### config.mk
export PLATFORM = sky130hd
export DESIGN_NAME = mem_arbiter
export DESIGN_NICKNAME = d
export VERILOG_FILES = /design/src/rtl/mem_arb_pkg.sv /design/src/rtl/arb_pick.sv /design/src/rtl/mem_arbiter.sv
export SDC_FILE = /design/constraint.sdc
export NUM_CORES = 1
export LEC_CHECK = 0
export CORE_MARGIN = 1
export CORE_UTILIZATION = 41
export DETAILED_ROUTE_END_ITERATION = 16
export PLACE_DENSITY = 0.79
export SKIP_CTS_REPAIR_TIMING = 1
export SLEW_MARGIN = 40
export SYNTH_ARGS = -nofsm -noshare
export SYNTH_HDL_FRONTEND = slang
export SYNTH_SLANG_ARGS = --single-unit
### constraint.sdc
create_clock -name clk -period 2.3 [get_ports clk]
set_clock_uncertainty 0.2 [all_clocks]
set_input_delay 0.46 -clock clk [delete_from_list [all_inputs] [get_ports clk]]
set_output_delay 0.46 -clock clk [all_outputs]
set_load 0.02 [all_outputs]
### src/rtl/mem_arb_pkg.sv
`default_nettype none
// ============================================================================
//  Module      : mem_arb_pkg
//  Description : Shared types and constants for the I/D memory arbiter.
//                Arbiter FSM states, port identifiers, the registered
//                memory-request bundle and the post-transaction gap length.
//  Revision    : 1.0 - initial release
// ============================================================================
package mem_arb_pkg;

    localparam int ARB_AW     = 16;
    localparam int ARB_DW     = 16;
    localparam int ARB_BE     = ARB_DW / 8;
    // Idle cycles inserted after every transaction (memory recovery cycle).
    localparam int GAP_CYCLES = 1;

    typedef enum logic [1:0] {
        IDLE   = 2'd0,
        BUSY_I = 2'd1,
        BUSY_D = 2'd2,
        GAP    = 2'd3
    } arb_state_e;

    typedef enum logic {
        PORT_I = 1'b0,
        PORT_D = 1'b1
    } arb_port_e;

    typedef struct packed {
        logic              read;
        logic              write;
        logic [ARB_BE-1:0] byte_enable;
        logic [ARB_AW-1:0] address;
        logic [ARB_DW-1:0] wdata;
    } mem_req_t;

endpackage : mem_arb_pkg
`default_nettype wire

### src/rtl/arb_pick.sv
`default_nettype none
// ============================================================================
//  Module      : arb_pick
//  Description : Combinational winner select between the I and D requesters.
//                Optional feature macro: ARB_ROUND_ROBIN_EN
//                  defined   - on a tie, grant the port that did not win last
//                  undefined - fixed priority, D beats I
//  Ports       : i_i_req      in  I port has a pending request
//                i_d_req      in  D port has a pending request
//                i_last_grant in  port served by the previous transaction
//                o_valid      out at least one request pending
//                o_port       out winning port (meaningful when o_valid=1)
//  Revision    : 1.0 - initial release
// ============================================================================
module arb_pick
    import mem_arb_pkg::*;
(
    input  logic      i_i_req,
    input  logic      i_d_req,
    input  arb_port_e i_last_grant,
    output logic      o_valid,
    output arb_port_e o_port
);

    assign o_valid = i_i_req | i_d_req;

    always_comb begin
        o_port = PORT_I;
        if (i_d_req && i_i_req) begin
`ifdef ARB_ROUND_ROBIN_EN
            // Tie: alternate away from whoever was served last.
            o_port = (i_last_grant == PORT_I) ? PORT_D : PORT_I;
`else
            o_port = PORT_D;
`endif
        end else if (i_d_req) begin
            o_port = PORT_D;
        end
    end

`ifndef ARB_ROUND_ROBIN_EN
    // History is still supplied by the top but does not affect the pick.
    logic w_unused_last;
    assign w_unused_last = i_last_grant;
`endif

endmodule : arb_pick
`default_nettype wire

### src/rtl/mem_arbiter.sv
`default_nettype none
// ============================================================================
//  Module      : mem_arbiter
//  Description : Shares one 16-bit byte-addressed memory between an
//                instruction-fetch port (I, read-only) and a data port (D).
//                One transaction at a time; the memory request is registered
//                and held stable until mem_resp, then one idle cycle follows.
//                Optional feature macro: ARB_ROUND_ROBIN_EN (see arb_pick).
//                AW/DW must match the package request-bundle widths.
//  Ports       : clk, rst_n                 clock, async active-low reset
//                i_read/i_address           I read request (held until i_resp)
//                i_resp/i_rdata             I done pulse and read data
//                d_read/d_write             D request (write wins if both)
//                d_byte_enable/d_address/d_wdata  D command fields
//                d_resp/d_rdata             D done pulse and returned word
//                mem_read/mem_write/mem_byte_enable/mem_address/mem_wdata
//                                           registered memory command
//                mem_resp/mem_rdata         memory done pulse and data
//  Revision    : 1.0 - initial release
// ============================================================================
module mem_arbiter
    import mem_arb_pkg::*;
#(
    parameter int AW = ARB_AW,
    parameter int DW = ARB_DW
) (
    input  logic            clk,
    input  logic            rst_n,
    // I port
    input  logic            i_read,
    input  logic [AW-1:0]   i_address,
    output logic            i_resp,
    output logic [DW-1:0]   i_rdata,
    // D port
    input  logic            d_read,
    input  logic            d_write,
    input  logic [DW/8-1:0] d_byte_enable,
    input  logic [AW-1:0]   d_address,
    input  logic [DW-1:0]   d_wdata,
    output logic            d_resp,
    output logic [DW-1:0]   d_rdata,
    // Memory side
    output logic            mem_read,
    output logic            mem_write,
    output logic [DW/8-1:0] mem_byte_enable,
    output logic [AW-1:0]   mem_address,
    output logic [DW-1:0]   mem_wdata,
    input  logic            mem_resp,
    input  logic [DW-1:0]   mem_rdata
);

    arb_state_e r_state,    w_state_nxt;
    mem_req_t   r_req,      w_req_nxt;
    arb_port_e  r_last,     w_last_nxt;
    logic [1:0] r_gap_cnt,  w_gap_cnt_nxt;
    logic [DW-1:0] r_i_rdata;
    logic [DW-1:0] r_d_rdata;

    logic      w_grant_valid;
    arb_port_e w_grant_port;
    logic      w_i_resp;
    logic      w_d_resp;

    arb_pick u_pick (
        .i_i_req      (i_read),
        .i_d_req      (d_read | d_write),
        .i_last_grant (r_last),
        .o_valid      (w_grant_valid),
        .o_port       (w_grant_port)
    );

    // Response is gated by the owning BUSY state so a stray mem_resp in
    // IDLE/GAP never reaches either port.
    assign w_i_resp = (r_state == BUSY_I) && mem_resp;
    assign w_d_resp = (r_state == BUSY_D) && mem_resp;

    always_comb begin
        w_state_nxt   = r_state;
        w_req_nxt     = r_req;
        w_last_nxt    = r_last;
        w_gap_cnt_nxt = r_gap_cnt;
        case (r_state)
            IDLE: begin
                if (w_grant_valid) begin
                    if (w_grant_port == PORT_D) begin
                        // Read and write together means write.
                        w_req_nxt.read        = d_read & ~d_write;
                        w_req_nxt.write       = d_write;
                        w_req_nxt.byte_enable = d_byte_enable;
                        w_req_nxt.address     = d_address;
                        w_req_nxt.wdata       = d_wdata;
                        w_state_nxt           = BUSY_D;
                    end else begin
                        w_req_nxt.read        = 1'b1;
                        w_req_nxt.write       = 1'b0;
                        w_req_nxt.byte_enable = '1;
                        w_req_nxt.address     = i_address;
                        w_req_nxt.wdata       = '0;
                        w_state_nxt           = BUSY_I;
                    end
                end
            end
            BUSY_I, BUSY_D: begin
                if (mem_resp) begin
                    w_req_nxt.read  = 1'b0;
                    w_req_nxt.write = 1'b0;
                    w_last_nxt      = (r_state == BUSY_D) ? PORT_D : PORT_I;
                    w_gap_cnt_nxt   = '0;
                    w_state_nxt     = GAP;
                end
            end
            GAP: begin
                if (r_gap_cnt == 2'(GAP_CYCLES - 1)) begin
                    w_state_nxt = IDLE;
                end else begin
                    w_gap_cnt_nxt = r_gap_cnt + 2'd1;
                end
            end
            default: begin
                w_state_nxt = IDLE;
            end
        endcase
    end

    always_ff @(posedge clk or negedge rst_n) begin
        if (!rst_n) begin
            r_state   <= IDLE;
            r_req     <= '0;
            r_last    <= PORT_I;
            r_gap_cnt <= '0;
            r_i_rdata <= '0;
            r_d_rdata <= '0;
        end else begin
            r_state   <= w_state_nxt;
            r_req     <= w_req_nxt;
            r_last    <= w_last_nxt;
            r_gap_cnt <= w_gap_cnt_nxt;
            if (w_i_resp) begin
                r_i_rdata <= mem_rdata;
            end
            if (w_d_resp) begin
                r_d_rdata <= mem_rdata;
            end
        end
    end

    assign mem_read        = r_req.read;
    assign mem_write       = r_req.write;
    assign mem_byte_enable = r_req.byte_enable;
    assign mem_address     = r_req.address;
    assign mem_wdata       = r_req.wdata;

    assign i_resp  = w_i_resp;
    assign d_resp  = w_d_resp;
    // Live memory data in the response cycle, held copy afterwards.
    assign i_rdata = w_i_resp ? mem_rdata : r_i_rdata;
    assign d_rdata = w_d_resp ? mem_rdata : r_d_rdata;

endmodule : mem_arbiter
`default_nettype wire

=== Yosys cells after proc, flatten, opt, wreduce, memory -nomap -nowiden ===
Index checks and enable logic that the tools add are counted.

* Bits in registers: 72
* Latch bits: 0
* RAM bits: 0
* Memory bits (read-only): 0
* Logic and storage cells: 48
* Memories kept: 0

* $add $sub $neg: 1
* $mul: 0
* Divide/modulo/power cells: 0
* Order comparisons: 0
* Equality and inequality tests: 7
* Shift operators: 0
* Mux-type cells: 15
* Bitwise gates (word level): 4
* Reductions and logical operators: 12

{| class="wikitable"
|+ Operators by type and width
! kind !! count
|-
| 2-to-1 mux 36 bit || 2
|-
| 2-to-1 mux 16 bit || 2
|-
| 2-to-1 mux 2 bit || 6
|-
| AND reduction 3 bit || 3
|-
| one-hot mux 2 bit (2 select lines) || 2
|-
| != test 2 bit (second input constant) || 3
|-
| one-hot mux 2 bit (3 select lines) || 1
|-
| == test 2 bit (second input constant) || 2
|-
| logical NOT 2 bit || 2
|-
| nonzero test 2 bit || 2
|-
| logical AND 1 bit || 3
|-
| adder 2 x 1 -> 2 bit (second input constant) || 1
|-
| == test 2 x 1 -> 1 bit (second input constant) || 1
|-
| 2-to-1 mux 1 bit || 2
|-
| != test 2 x 1 -> 1 bit (second input constant) || 1
|-
| bitwise OR 1 bit || 2
|-
| AND reduction 2 bit || 1
|-
| OR reduction 2 bit || 1
|-
| AND 1 bit || 1
|-
| NOT 1 bit || 1
|}

=== Logic depth before layout (Yosys ltp) ===
* Depth in word-level cells: 6
* Mapped depth: 7
* Mapped depth without buffers: 5

=== By module ===
From an unflattened synthesis, not the netlist that was laid out.

* Cell total of the unflattened synthesis: 274
* Area, all modules: 3,313.2 um^2

{| class="wikitable"
|+ Modules (own cells, without submodules)
! module !! times used !! cells an instance !! area an instance (um^2) !! sequential area each (um^2)
|-
| mem_arbiter || 1 || 272 || 3,303.2 || 1,826.8
|-
| arb_pick || 1 || 2 || 10.0 || 0.0
|}

=== Worst setup path after synthesis ===
No wires, ideal clock.

* Path kind: reg-to-output
* Start: register r_state[0]
* End: output d_rdata[10]
* Arrival: 1,406 ps
* Setup slack: 234 ps
* Cell stages (with the launch flop): 6
* Buffers on the path: 1
* Cells stage by stage: dfrtp_1 -> inv_1 -> ha_1 -> nand2_2 -> buf_2 -> mux2_2

* Longest elaborated chain between the ends: 3

{| class="wikitable"
|+ Ends and longest elaborated chain
! element !! RTL line !! text
|-
| start: declaration || mem_arbiter.sv:52 || <nowiki>arb_state_e r_state, w_state_nxt;</nowiki>
|-
| start signal: assignment || mem_arbiter.sv:134 || <nowiki>r_state <= w_state_nxt;</nowiki>
|-
| == test 2 bit || mem_arbiter.sv:75 || <nowiki>assign w_d_resp = (r_state == BUSY_D) && mem_resp;</nowiki>
|-
| logical AND 1 bit || mem_arbiter.sv:75 ||
|-
| 2-to-1 mux 16 bit || n/a ||
|-
| end: declaration || mem_arbiter.sv:41 || <nowiki>output logic [DW-1:0] d_rdata,</nowiki>
|}

No other way between the ends.

=== Worst setup path after layout ===
* Start: register r_state[0]
* End: output i_rdata[11]

* Longest elaborated chain between the ends: 3

{| class="wikitable"
|+ Ends and longest elaborated chain
! element !! RTL line !! text
|-
| == test 2 x 1 -> 1 bit || mem_arbiter.sv:74 || <nowiki>assign w_i_resp = (r_state == BUSY_I) && mem_resp;</nowiki>
|-
| logical AND 1 bit || mem_arbiter.sv:74 ||
|-
| 2-to-1 mux 16 bit || n/a ||
|-
| end: declaration || mem_arbiter.sv:33 || <nowiki>output logic [DW-1:0] i_rdata,</nowiki>
|}

No other way between the ends.

==> reports/metrics.csv <==
stage;metric;value;unit
route;post_drt_wl_per_cell;15.7;um
grt;antenna_found_initial;0;
final_layout;drive_gt1_frac;0.299;
final_layout;nets;471;
clock_tree;tritoncts;yes;
sta;fin_crit;2.46;ns
status;status;complete, but fails checks;
final_layout;final_cell_mix;clkdlybuf4s50_1, dfrtp_1, buf_6;
sta;clock.fmax;0.407;GHz
final_layout;syn2layout_area_growth;66.9;%
setup_path;worstSetupEndpointType;primary output;
sta;finalSetupViolCount;32;
min_path;hp-class;reg -> reg;
synth;netlist_area;0.00310;mm2
setup_path;worstPathMaxFanout;8;
grt;gr-total-overflow;0;
floorplan;die_area;0.00792;mm2
route;first_pass_iters;4;
placement;postPlaceCellArea;0.00468;mm2
placement;gp_congestion;0.703;
final_layout;postLayoutCellArea;0.00518;mm2
setup_path;critical_path.startpoint_type;flop;
synth;avgSynthCellArea;13.7;um2
synth;synth_cell_types;32;
clock_tree;clock_latency;0.33;ns
power;switching_share;0.358;
floorplan;rows;31;
setup_path;r2r_start;r_state[1];
synth;synth.net_count;304;
sta;hold_violations;0;
sta;setup_slack;-0.157;ns
synth;yosys_warnings;0;
floorplan;die-width;89.0;um
synth;ys_seq_area_frac;0.581;
power;pwr-share-comb;0.557;
placement;post-place-ws;-0.515;ns
setup_path;reg2reg_slack;0.21;ns
clock_tree;clockBufferDepth;2;
clock_tree;clock-root-buffer;clkbuf_8;
setup_path;required;1.64;ns
synth;syn-instance-count;226;
power;peakVddDrop;0.000673;V
power;clockPowerShare;0.161;
route;drt-total-wl;7790;um
clock_tree;path_clk_slew;0.07;ns
status;violations;negative setup slack;
sta;post-route-period-util;1.07;
setup_path;criticalPathCategory;reg -> out;
route;vias;2394;
final_layout;n_fill_cell;556;
setup_path;reg2reg_depth;5;
route;drc;0;
final_layout;antenna_cells;0;
sta;finalMaxSlewViolations;0;
grt;gr-usage-all-layers;0.190;
route;via_per_inst;4.82;
clock_tree;cts_inserted_buffers;9;
grt;grt_pass1_vias;2384;
flow_run;cap_violations;0;
min_path;hold_path_depth;2;
placement;port_buffers;141;
floorplan;initial_core_util;0.426;
sta;grt_setup_unrepaired;yes;
power;p_sw;0.00269;W
grt;grt_max_degree;49;
final_layout;final_common_cell;clkdlybuf4s50_1;
setup_path;rr_endpoint;mem_wdata[0];
floorplan;fp.coreArea;0.00729;mm2
floorplan;ios;142;
synth;ys_ff_latch;72;
route;dr.first_iter.drc_count;59;
min_path;holdPathEnd;mem_address[6];
power;p_leak;2.43;nW
route;ant_nets;0;
min_path;min-delay-start;mem_address[6];
clock_tree;clock-sinks;72;
grt;grt_pass1_wl;11300;um
power;p_per_area;1450;mW/mm2
setup_path;arrival;1.80;ns
sta;slew_headroom;0.567;
clock_tree;htree_levels;3;
floorplan;die_h;89.0;um
power;seqPwrFrac;0.281;
placement;hpwlAfterDp;5440;um
sta;tightest_slew;0.647;ns
power;internal_power;0.00482;W
==> registers in the layout, summed over array words and instances, names as in the netlist, 2 cells and up <==
signal           count
r_i_rdata           16
r_state              2
mem_address         16
r_gap_cnt            2
r_d_rdata           16
mem_wdata           16
mem_byte_enable      2
==> per-layer routing <==
layer / GRT usage / vias up / wire [um]
met5: 0 / - / 0
met2: 0.326 / 89 / 3980
met3: 0.0628 / 8 / 572
met4: 0.0779 / 0 / 102
met1: 0.219 / 1160 / 3140
li1: - / 1137 / -
==> Yosys cell counts, drive strengths merged <==
cell type / instances / share of area
clkbuf: 1 / 0.0012
a21oi: 1 / 0.0016
o31ai: 1 / 0.0069
nand2: 18 / 0.023
ha: 6 / 0.024
or3b: 1 / 0.0028
and3: 2 / 0.0040
mux2i: 18 / 0.058
o2bb2ai: 1 / 0.0028
o31a: 1 / 0.0028
nor4b: 1 / 0.0077
nor2b: 4 / 0.0089
mux2: 35 / 0.13
nor3: 3 / 0.0081
o21ai: 18 / 0.029
a21o: 1 / 0.0024
a221o: 2 / 0.0065
inv: 7 / 0.0085
buf: 11 / 0.031
nor2: 4 / 0.010
o22a: 2 / 0.0056
a22o: 16 / 0.045
dfrtp: 72 / 0.58
==> metrics by stage <==
step,hold slack (ns),setup TNS [ns],util,total power (W),instances
5_1_grt,0.309,-5.55,0.710,0.00792,497
3_3_place_gp,0.260,-15.60,0.642,0.00583,469
3_5_place_dp,0.270,-16.18,0.642,0.00595,469
4_1_cts,-0.0929,-17.43,0.676,0.00718,485
2_1_floorplan,-0.0356,0,-,0.00418,226
6_report,0.279,-3.55,0.710,0.00752,497
==> cell type report <==
class	count	area [um2]	share of cell area
sequential	72	1800	0.348
timing repair buffer	168	1720	0.332
multi-input combinational	135	1260	0.244
clock buffer	11	141	0.0273
tap	99	124	0.0239
clock inverter	5	104	0.0200
inverter	7	26.3	0.00507
==> how the worst max path moves through the flow <==
stage / end / start / slack (ns)
6_report: i_rdata[11] / r_state[0] / -0.16
5_1_grt: i_rdata[11] / r_state[0] / -0.22
4_1_cts: i_rdata[14] / r_state[1] / -0.55
3_5_place_dp: i_rdata[14] / mem_resp / -0.52
3_3_place_gp: i_rdata[12] / mem_resp / -0.49
2_1_floorplan: d_rdata[10] / r_state[0] / 0.23
==> power groups by stage <==
| stage | Sequential (W) | Combinational [W] | Clock [W] |
|---|---|---|---|
| 6_report | 0.00212 | 0.00419 | 0.00121 |
| 5_1_grt | 0.00218 | 0.00445 | 0.00130 |
| 4_1_cts | 0.00210 | 0.00384 | 0.00124 |
| 3_5_place_dp | 0.00212 | 0.00383 | 0 |
| 3_3_place_gp | 0.00210 | 0.00373 | 0 |
| 2_1_floorplan | 0.00243 | 0.00174 | 0 |
==> critical path, cell delays in order (launching register included) <==
cell and delay [ns]:
dfrtp_1 0.40, buf_4 0.15, ha_4 0.16, nand2_4 0.08, clkbuf_16 0.16, mux2_2 0.34
clkbuf_2 0.16
==> logic make-up (layout without fill, tap and decap cells) <==
logic type	Yosys count	count (layout)	share of synthesized area
DFF	72	72	0.581
muxes	53	53	0.186
AOI/OAI and AO/OA	43	43	0.103
and+or+nand+nor	33	33	0.0649
buffers and inverters	19	191	0.0411
adders and majority gates	6	6	0.0242
No activity file was read; power rests on OpenSTA's default activity.
